--- src/rtl/mem_req_arbiter.sv ---
// rtl/mem_req_arbiter.sv - arbitrates IC fetches and LSB accesses onto the single memory controller port
module mem_req_arbiter #(
  parameter int ADDR_W       = 32,
  parameter int DATA_W       = 32,
  parameter int STARVE_LIMIT = 4
) (
  input  logic              clk,
  input  logic              rst,
  input  logic              rdy,
  input  logic              clear,
  input  logic              ic_req_valid,
  input  logic [ADDR_W-1:0] ic_req_addr,
  output logic              ic_resp_valid,
  output logic [DATA_W-1:0] ic_resp_data,
  input  logic              lsb_req_valid,
  input  logic              lsb_req_is_write,
  input  logic [ADDR_W-1:0] lsb_req_addr,
  input  logic [2:0]        lsb_req_len,
  input  logic [DATA_W-1:0] lsb_req_wdata,
  output logic              lsb_resp_valid,
  output logic [DATA_W-1:0] lsb_resp_data,
  output logic              mc_req_valid,
  output logic              mc_req_is_write,
  output logic [ADDR_W-1:0] mc_req_addr,
  output logic [2:0]        mc_req_len,
  output logic [DATA_W-1:0] mc_req_wdata,
  input  logic              mc_req_ready,
  input  logic              mc_resp_valid,
  input  logic [DATA_W-1:0] mc_resp_data
);

  localparam int CNT_W = $clog2(STARVE_LIMIT + 1);
  localparam logic [CNT_W-1:0] LIMIT = CNT_W'(STARVE_LIMIT);

  typedef enum logic [1:0] {IDLE, ISSUE, WAIT, DRAIN} state_t;
  typedef enum logic [1:0] {OWN_NONE, OWN_IC, OWN_LSB} owner_t;

  state_t            r_state, w_state_nxt;
  owner_t            r_owner, w_owner_nxt;
  logic [CNT_W-1:0]  r_starve_cnt, w_starve_cnt_nxt;
  logic              r_mc_req_valid, w_mc_req_valid_nxt;
  logic              r_mc_req_is_write, w_mc_req_is_write_nxt;
  logic [ADDR_W-1:0] r_mc_req_addr, w_mc_req_addr_nxt;
  logic [2:0]        r_mc_req_len, w_mc_req_len_nxt;
  logic [DATA_W-1:0] r_mc_req_wdata, w_mc_req_wdata_nxt;
  logic              r_ic_resp_valid, w_ic_resp_valid_nxt;
  logic [DATA_W-1:0] r_ic_resp_data, w_ic_resp_data_nxt;
  logic              r_lsb_resp_valid, w_lsb_resp_valid_nxt;
  logic [DATA_W-1:0] r_lsb_resp_data, w_lsb_resp_data_nxt;

  logic              w_cancellable;
  logic              w_lsb_wins;
  logic              w_pulse_busy;
  logic [DATA_W-1:0] w_load_data;

  // Load data is zero-extended to the access length; the controller may leave stale upper bytes
  always_comb begin
    w_load_data = mc_resp_data;
    case (r_mc_req_len)
      3'd1:    w_load_data = DATA_W'(mc_resp_data[7:0]);
      3'd2:    w_load_data = DATA_W'(mc_resp_data[15:0]);
      default: w_load_data = mc_resp_data;
    endcase
  end

  // Next-state and next-output logic; every register holds unless rdy is high
  always_comb begin
    w_state_nxt           = r_state;
    w_owner_nxt           = r_owner;
    w_starve_cnt_nxt      = r_starve_cnt;
    w_mc_req_valid_nxt    = r_mc_req_valid;
    w_mc_req_is_write_nxt = r_mc_req_is_write;
    w_mc_req_addr_nxt     = r_mc_req_addr;
    w_mc_req_len_nxt      = r_mc_req_len;
    w_mc_req_wdata_nxt    = r_mc_req_wdata;
    w_ic_resp_valid_nxt   = r_ic_resp_valid;
    w_ic_resp_data_nxt    = r_ic_resp_data;
    w_lsb_resp_valid_nxt  = r_lsb_resp_valid;
    w_lsb_resp_data_nxt   = r_lsb_resp_data;

    // Stores must never be dropped by a flush; fetches and loads may be
    w_cancellable = (r_owner == OWN_IC) || ((r_owner == OWN_LSB) && !r_mc_req_is_write);
    w_lsb_wins    = lsb_req_valid && ((r_starve_cnt < LIMIT) || !ic_req_valid);
    // The owner still holds valid during its response pulse, so hold off arbitration one cycle
    w_pulse_busy  = r_ic_resp_valid || r_lsb_resp_valid;

    if (rdy) begin
      w_ic_resp_valid_nxt  = 1'b0;
      w_lsb_resp_valid_nxt = 1'b0;
      case (r_state)
        IDLE: begin
          if (!clear && !w_pulse_busy) begin
            if (w_lsb_wins) begin
              w_owner_nxt           = OWN_LSB;
              w_mc_req_valid_nxt    = 1'b1;
              w_mc_req_is_write_nxt = lsb_req_is_write;
              w_mc_req_addr_nxt     = lsb_req_addr;
              w_mc_req_len_nxt      = lsb_req_len;
              w_mc_req_wdata_nxt    = lsb_req_wdata;
              w_state_nxt           = ISSUE;
              if (!ic_req_valid)
                w_starve_cnt_nxt = '0;
              else if (r_starve_cnt != LIMIT)
                w_starve_cnt_nxt = r_starve_cnt + CNT_W'(1);
            end else if (ic_req_valid) begin
              w_owner_nxt           = OWN_IC;
              w_mc_req_valid_nxt    = 1'b1;
              w_mc_req_is_write_nxt = 1'b0;
              w_mc_req_addr_nxt     = ic_req_addr;
              w_mc_req_len_nxt      = 3'd4;
              w_mc_req_wdata_nxt    = '0;
              w_state_nxt           = ISSUE;
              w_starve_cnt_nxt      = '0;
            end
          end
        end
        ISSUE: begin
          if (mc_req_ready) begin
            // Once accepted the controller will respond, so a flush must wait it out
            w_mc_req_valid_nxt = 1'b0;
            w_state_nxt        = (clear && w_cancellable) ? DRAIN : WAIT;
          end else if (clear && w_cancellable) begin
            w_mc_req_valid_nxt = 1'b0;
            w_state_nxt        = IDLE;
            w_owner_nxt        = OWN_NONE;
          end
        end
        WAIT: begin
          if (clear && w_cancellable) begin
            if (mc_resp_valid) begin
              w_state_nxt = IDLE;
              w_owner_nxt = OWN_NONE;
            end else begin
              w_state_nxt = DRAIN;
            end
          end else if (mc_resp_valid) begin
            w_state_nxt = IDLE;
            w_owner_nxt = OWN_NONE;
            if (r_owner == OWN_IC) begin
              w_ic_resp_valid_nxt = 1'b1;
              w_ic_resp_data_nxt  = mc_resp_data;
            end else begin
              w_lsb_resp_valid_nxt = 1'b1;
              w_lsb_resp_data_nxt  = r_mc_req_is_write ? '0 : w_load_data;
            end
          end
        end
        DRAIN: begin
          if (mc_resp_valid) begin
            w_state_nxt = IDLE;
            w_owner_nxt = OWN_NONE;
          end
        end
        default: begin
          w_state_nxt = IDLE;
          w_owner_nxt = OWN_NONE;
        end
      endcase
    end
  end

  // State and output registers
  always_ff @(posedge clk or posedge rst) begin
    if (rst) begin
      r_state           <= IDLE;
      r_owner           <= OWN_NONE;
      r_starve_cnt      <= '0;
      r_mc_req_valid    <= 1'b0;
      r_mc_req_is_write <= 1'b0;
      r_mc_req_addr     <= '0;
      r_mc_req_len      <= '0;
      r_mc_req_wdata    <= '0;
      r_ic_resp_valid   <= 1'b0;
      r_ic_resp_data    <= '0;
      r_lsb_resp_valid  <= 1'b0;
      r_lsb_resp_data   <= '0;
    end else begin
      r_state           <= w_state_nxt;
      r_owner           <= w_owner_nxt;
      r_starve_cnt      <= w_starve_cnt_nxt;
      r_mc_req_valid    <= w_mc_req_valid_nxt;
      r_mc_req_is_write <= w_mc_req_is_write_nxt;
      r_mc_req_addr     <= w_mc_req_addr_nxt;
      r_mc_req_len      <= w_mc_req_len_nxt;
      r_mc_req_wdata    <= w_mc_req_wdata_nxt;
      r_ic_resp_valid   <= w_ic_resp_valid_nxt;
      r_ic_resp_data    <= w_ic_resp_data_nxt;
      r_lsb_resp_valid  <= w_lsb_resp_valid_nxt;
      r_lsb_resp_data   <= w_lsb_resp_data_nxt;
    end
  end

  assign mc_req_valid    = r_mc_req_valid;
  assign mc_req_is_write = r_mc_req_is_write;
  assign mc_req_addr     = r_mc_req_addr;
  assign mc_req_len      = r_mc_req_len;
  assign mc_req_wdata    = r_mc_req_wdata;
  assign ic_resp_valid   = r_ic_resp_valid;
  assign ic_resp_data    = r_ic_resp_data;
  assign lsb_resp_valid  = r_lsb_resp_valid;
  assign lsb_resp_data   = r_lsb_resp_data;

endmodule

--- config.mk ---
export PLATFORM = sky130hd
export DESIGN_NAME = mem_req_arbiter
export DESIGN_NICKNAME = d
export VERILOG_FILES = /design/src/rtl/mem_req_arbiter.sv
export SDC_FILE = /design/constraint.sdc
export NUM_CORES = 1
export LEC_CHECK = 0
export CORE_MARGIN = 5
export CORE_UTILIZATION = 40
export DETAILED_ROUTE_END_ITERATION = 7
export PLACE_DENSITY = 0.85
export SETUP_SLACK_MARGIN = 0.05
export SYNTH_ARGS = -nofsm -noshare
export SYNTH_HDL_FRONTEND = slang
export SYNTH_SLANG_ARGS = --single-unit
--- constraint.sdc ---
create_clock -name clk -period 13.1 [get_ports clk]
set_clock_uncertainty 0.05 [all_clocks]
set_input_delay 3.275 -clock clk [delete_from_list [all_inputs] [get_ports clk]]
set_output_delay 3.275 -clock clk [all_outputs]
set_load 0.005 [all_outputs]
==> results of run 1 <==
-- routing by layer --
layer  share of wire (%)  vias up  routed length (um)  global-route usage (%)
li1                    -     2166                   -                       -
met1                  39     2240                6310                    22.5
met2                  51      189                8210                    33.2
met3                 8.1       31                1310                    5.89
met4                 2.2        2                 360                    6.35
met5               0.043        -                   7                       0
-- cells by family (layout without fill, tap and decap cells) --
family / after synthesis / count (layout)
mux: 65 / 65
flops: 142 / 142
simple gates: 93 / 93
fa+ha+maj: 2 / 2
compound gates: 117 / 117
xor+xnor: 2 / 2
buf+inv: 39 / 318
-- worst register-to-register path, delay by kind of cell, from the launching register on --
family,cells,cell delay (ns)
DFF,1,0.50
and+or+nand+nor,2,1.21
AOI/OAI and AO/OA,1,0.61
-- cell usage after synthesis, types with 2 or more instances --
| cell | n | area share, % |
|---|---|---|
| o21ai_0 | 47 | 4.0 |
| dfrtp_1 | 142 | 61 |
| a21oi_1 | 4 | 0.34 |
| mux2_2 | 33 | 6.4 |
| nor3b_1 | 2 | 0.26 |
| nand2_1 | 62 | 4.0 |
| nor2_1 | 6 | 0.39 |
| o21ai_1 | 3 | 0.26 |
| a31oi_1 | 2 | 0.22 |
| mux2i_1 | 32 | 5.5 |
| inv_1 | 7 | 0.45 |
| buf_2 | 12 | 1.0 |
| a21o_1 | 2 | 0.26 |
| nand2b_1 | 11 | 1.2 |
| a22o_1 | 53 | 8.0 |
| buf_4 | 5 | 0.65 |
| ha_1 | 2 | 0.43 |
| and3_1 | 2 | 0.22 |
| buf_6 | 8 | 1.6 |
| clkbuf_2 | 2 | 0.17 |
| clkbuf_1 | 5 | 0.32 |
-- final cells by class --
type	count	area, um^2
fill	1102	5170
multi-input combinational	279	2030
inverter	7	31.3
tap	184	230
sequential	142	3550
timing repair buffer	279	2780
clock buffer	19	433
clock inverter	13	140
-- layout by cell type, fill, tap and decap left out, types with 2 or more instances in the layout --
| cell | instances |
|---|---|
| clkbuf_1 | 2 |
| o21ai_1 | 3 |
| nor3b_1 | 2 |
| o21ai_0 | 47 |
| nand2b_1 | 11 |
| a22o_1 | 53 |
| mux2_2 | 33 |
| clkinvlp_4 | 4 |
| buf_4 | 5 |
| clkdlybuf4s50_1 | 274 |
| a21o_1 | 2 |
| inv_6 | 3 |
| clkinv_2 | 3 |
| nand2_1 | 62 |
| nor2_1 | 6 |
| bufinv_16 | 2 |
| ha_1 | 2 |
| a21oi_1 | 4 |
| mux2i_1 | 32 |
| dfrtp_1 | 142 |
| inv_1 | 6 |
| a31oi_1 | 2 |
| clkinv_4 | 2 |
| and3_1 | 2 |
| clkbuf_16 | 17 |
-- sequential cells by signal, summed over array words and instances (netlist names), 2 cells and up --
signal / count
ic_resp_data: 32
lsb_resp_data: 32
mc_req_addr: 32
mc_req_len: 3
mc_req_wdata: 32
r_owner: 2
r_starve_cnt: 3
r_state: 2
-- final timing paths --
| kind | cells after the start | slack, ns | startpoint | to |
|---|---|---|---|---|
| max in group asynchronous | 3 | 8.47 | rst | ic_resp_data[12] |
| worst min-delay path | 2 | 0.43 | mc_req_addr[15] | mc_req_addr[15] |
| worst min register to register | 2 | 0.43 | mc_req_addr[15] | mc_req_addr[15] |
| worst max register to register | 3 | 10.60 | r_state[0] | mc_req_wdata[25] |
| min in group asynchronous | 2 | 3.34 | rst | mc_req_wdata[27] |
| worst max-delay path | 4 | 7.58 | rdy | mc_req_wdata[25] |
-- stage by stage --
step	instance area [um^2]	util, %	total power, mW	hold slack [ns]
global route	9200	64.0	2.01	0.449
detailed placement	8630	60.1	1.45	0.420
finish	9200	64.0	1.90	0.428
global placement	8630	60.1	1.42	0.413
CTS	9200	64.0	1.92	0.433
floorplan	5810	-	0.980	0.405
-- power by group through the flow --
stage	sequential (mW)	combinational, mW	clock, mW
global placement	0.738	0.678	0
floorplan	0.733	0.247	0
global route	0.768	0.747	0.496
CTS	0.743	0.703	0.474
detailed placement	0.743	0.702	0
finish	0.742	0.690	0.464
==> results.ini, run 1 <==
[power]
clkPwrFrac_pct = 24.5
p_seq_share_pct = 39.1
p_leak_nw = 4.15
netSwitchingFraction_pct = 28.4
p_int_mw = 1.36
p_switching_uw = 539
vdd.ir_drop.worst_mv = 0.112
power.combinational.fraction_pct = 36.4
power-per-cell-area_nw_per_um2 = 206

[placement]
place_congestion = 0.798
placement.io_buffers = 274
detailedPlacementHpwl_mm = 12.0
inst_count_dp = 891
preCtsSetupSlack_ns = 7.17

[timing]
fmaxAchievable_mhz = 181
maxSlewViolCount = 0
layout_min_cycle_time_ns = 5.52
setup_viol = 0
layout_worst_path_cycle_share_pct = 42.1
final.setup.worst_slack_ns = 7.58
hold_viol_final = 0
unrepaired_setup_endpoints_after_global_routing = false
setup-tns-final_ns = 0
relSlewSlack_pct = 32.7
worst_pin_slew_ns = 1.01

[logic_synthesis]
synth.yosys.warnings = 0
mappedNetlistNets = 602
synthFlopType = dfrtp_1
dominant_combinational_cell_family_by_area_after_synthesis = compound AO/OA/AOI/OAI gates
syn_avg_cell_area_um2 = 12.6
synth_simple_gate_area_share_pct = 7.84
synthDistinctLibCells = 39
synthesis.area_um2 = 5810
post_synth_mux_area_share_pct = 11.9
synth_fa_ha_area_share_pct = 0.431
synth_compound_gate_area_share_pct = 14.2
synth_xor_area_share_pct = 0.301
synth.ff_latch_count = 142
postSynthCellCount = 460
synth_sequential_area_ratio_pct = 61.1
number_of_enable_type_register_cells_in_the_synthesized_netlist = 0
ys_async_sr_fraction_pct = 100

[setup_path]
cells_along_the_critical_path = clkdlybuf4s50_1 > nor4b_4 > nand3_4 > a22o_1
path_class = primary input to flip-flop
cpPeakStageDelay_ns = 0.76
crit_slowest_cell = nand3_4
critical_path_peak_fanout = 103
cp.arrival_ns = 5.75
setup.worst_path.end_class = flip-flop
worst_path_dominant_cell_family = simple AND/OR/NAND/NOR gates
worst-path-buf-inv = 1
timing.critical_path.from_type = primary input
cp.required_ns = 13.33

[global_routing]
grt_pass1_wl_mm = 25.3
overflow_left_after_global_routing = 0
first_global_vias = 4917
antenna_found_initial = 1
grt.total_usage_pct = 19.1
grt_start_max_net_pins = 104

[floorplanning]
floorplan.die_area_um2 = 17000
chipWidth_um = 131
core_area_um2 = 14400
die_height_um = 131
number_of_standard_cell_rows_in_the_floorplan = 44
initial_core_util_pct = 40.4
pin_count = 275

[routing]
first_drt_pass_iteration_count = 4
ant_nets = 0
route.final.wire_length_mm = 16.2
vias_per_cell = 5.01
drt-wirelength-per-cell_um = 17.5
route.vias.total = 4628
post_route_drc_violation_count = 0
drt_first_iter_violations = 206

[run_status]
outcome = finished clean

[finish]
fin_cells = 923
layout.nets = 868
insertedDiodeCount = 0
drive_above_1_share_pct = 10.4
area_growth_from_synthesis_to_final_layout_pct = 58.3

[clock_network]
cts-hold-fix-buffers = 0
clock_sinks = 142
clk_pin_slew_worst_paths_ns = 0.06
postCtsSetupBuffers = 0
clock_latency_on_the_worst_skew_pair_ns = 0.41
cts_repair_resize_count = 0
h-tree-depth = 4
clock_path_buffers = 2
cts_inserted_buffers = 17
clockRootBuffer = clkbuf_16
tritoncts = yes

[worst_hold_path]
worst_hold_path_type = flip-flop to flip-flop

[flow_run]
cap_viol_max_count = 0

Power figures use the tool's default switching activity.
==> run 2, diff against run 1 <==
Clock period 13.1 ns to 5.62 ns, I/O delays scaled along.
==> results.ini, run 2 (synthesis gave the netlist of run 1 again) <==
[run_status]
outcome = finished clean

[global_routing]
grt.total_usage_pct = 19.2
overflow_left_after_global_routing = 0
grt.met2_usage_pct = 33.3
grtUsageMet3_pct = 5.45
antenna_found_initial = 0
grt_start_max_net_pins = 113
grt_pass1_wl_mm = 25.3
first_global_vias = 4978
grt_util_met1_pct = 22.5
routing_layer_with_the_top_usage_in_global_route = met2

[clock_network]
clock_latency_on_the_worst_skew_pair_ns = 0.40
cts_repair_resize_count = 0
clk_pin_slew_worst_paths_ns = 0.06
clockRootBuffer = clkbuf_16
clock_sinks = 142
cts-hold-fix-buffers = 0
postCtsSetupBuffers = 0
clock_path_buffers = 2
h-tree-depth = 4
cts_inserted_buffers = 17
tritoncts = yes

[finish]
insertedDiodeCount = 0
area_growth_from_synthesis_to_final_layout_pct = 60.1
layout.nets = 867
final_util_pct = 64.8
regArea_um2 = 3550
mostFrequentLayoutCell = clkdlybuf4s50_1
fin_cells = 922
layout.cells.most_common_list = clkdlybuf4s50_1, dfrtp_1, nand2_1, a22o_1, o21ai_0
drive_above_1_share_pct = 10.3
final.fill_count = 1082
multiInputGateArea_um2 = 2030

[timing]
maxSlewViolCount = 0
unrepaired_setup_endpoints_after_global_routing = false
fmaxAchievable_mhz = 277
worst_pin_slew_ns = 1.23
relSlewSlack_pct = 17.3
setup_viol = 0
hold_viol_final = 0
layout_worst_path_cycle_share_pct = 64.3
layout_min_cycle_time_ns = 3.61
setup-tns-final_ns = 0
fin_worst_hold_slack_ns = 0.427

[placement]
inst_count_dp = 890
detailedPlacementHpwl_mm = 12.0
placement.io_buffers = 274
place_congestion = 0.799

[floorplanning]
pin_count = 275
floorplan.die_area_um2 = 17000
core_area_um2 = 14400
number_of_standard_cell_rows_in_the_floorplan = 44
initial_core_util_pct = 40.4
die_height_um = 131
chipWidth_um = 131

[setup_path]
cells_along_the_critical_path = clkdlybuf4s50_1 > nor4b_4 > nand3_4 > mux2_2
cp.arrival_ns = 3.85
ff2ff_setup_slack_ns = 2.88
crit_slowest_cell = nand3_4
worst_r2r_startpoint = mc_req_is_write
timing.critical_path.from_type = primary input
path_class = primary input to flip-flop
setup.worst_path.end_class = flip-flop
cp.required_ns = 5.85
critical_path_peak_fanout = 103
cpPeakStageDelay_ns = 0.75
startpoint = rdy

[power]
post-layout-total-power_mw = 4.63
p_leak_nw = 4.21
vdd.ir_drop.worst_mv = 0.267
power-per-cell-area_nw_per_um2 = 497

[flow_run]
cap_viol_max_count = 0

[routing]
vias_per_cell = 5.03
route.final.wire_length_mm = 16.4
route.vias.total = 4642
post_route_drc_violation_count = 0
drt-wirelength-per-cell_um = 17.8
ant_nets = 0
first_drt_pass_iteration_count = 4
drt_first_iter_violations = 158

[worst_hold_path]
worst_hold_path_type = flip-flop to flip-flop
hold_path_startpoint = mc_req_addr[21]

run 2: cell count changes in the layout (fill, tap and decap cells not counted):
cell / before / now
bufinv_16: 2 / 6
clkinvlp_4: 4 / 0
clkbuf_8: 0 / 3
inv_6: 3 / 1
buf_4: 5 / 4
clkinv_2: 3 / 2
run 2: report_power, final:
part           leakage [nW]  internal [mW]  switching, mW
Sequential             1.84           1.44          0.291
Combinational          2.03           1.06          0.547
Clock                 0.334          0.869          0.414
Total                  4.21           3.38           1.25
run 2: area by class of cell:
class,instances,share of cell area [%]
tap,184,2.47
multi-input combinational,279,21.9
clock inverter,10,2.23
sequential,142,38.2
inverter,7,0.336
clock buffer,22,5.10
timing repair buffer,278,29.8
run 2: per-layer routing:
metal,vias up,share of wire (%)
met2,192,51
met5,-,0
li1,2165,-
met4,0,1.9
met3,22,8.0
met1,2263,39
run 2: metrics by stage:
step / setup slack [ns] / area (um^2)
finish: 2.01 / 9300
global route: 1.74 / 9300
CTS: 1.98 / 9300
detailed placement: 1.54 / 8620
global placement: 1.66 / 8620
floorplan: 0.355 / 5810
run 2: worst paths after layout:
check                               endpoint  cells after the start
min                          mc_req_addr[21]                      2
min in group asynchronous   mc_req_wdata[28]                      2
max                          r_starve_cnt[0]                      4
min reg2reg                  mc_req_addr[21]                      2
max in group asynchronous   lsb_resp_data[1]                      3
max reg2reg                lsb_resp_data[17]                      4
run 2: worst max-delay path: cells and delay by family:
kind	cells	cell delay, ns
simple gates	2	1.14
buf+inv	1	0.69
mux	1	0.59
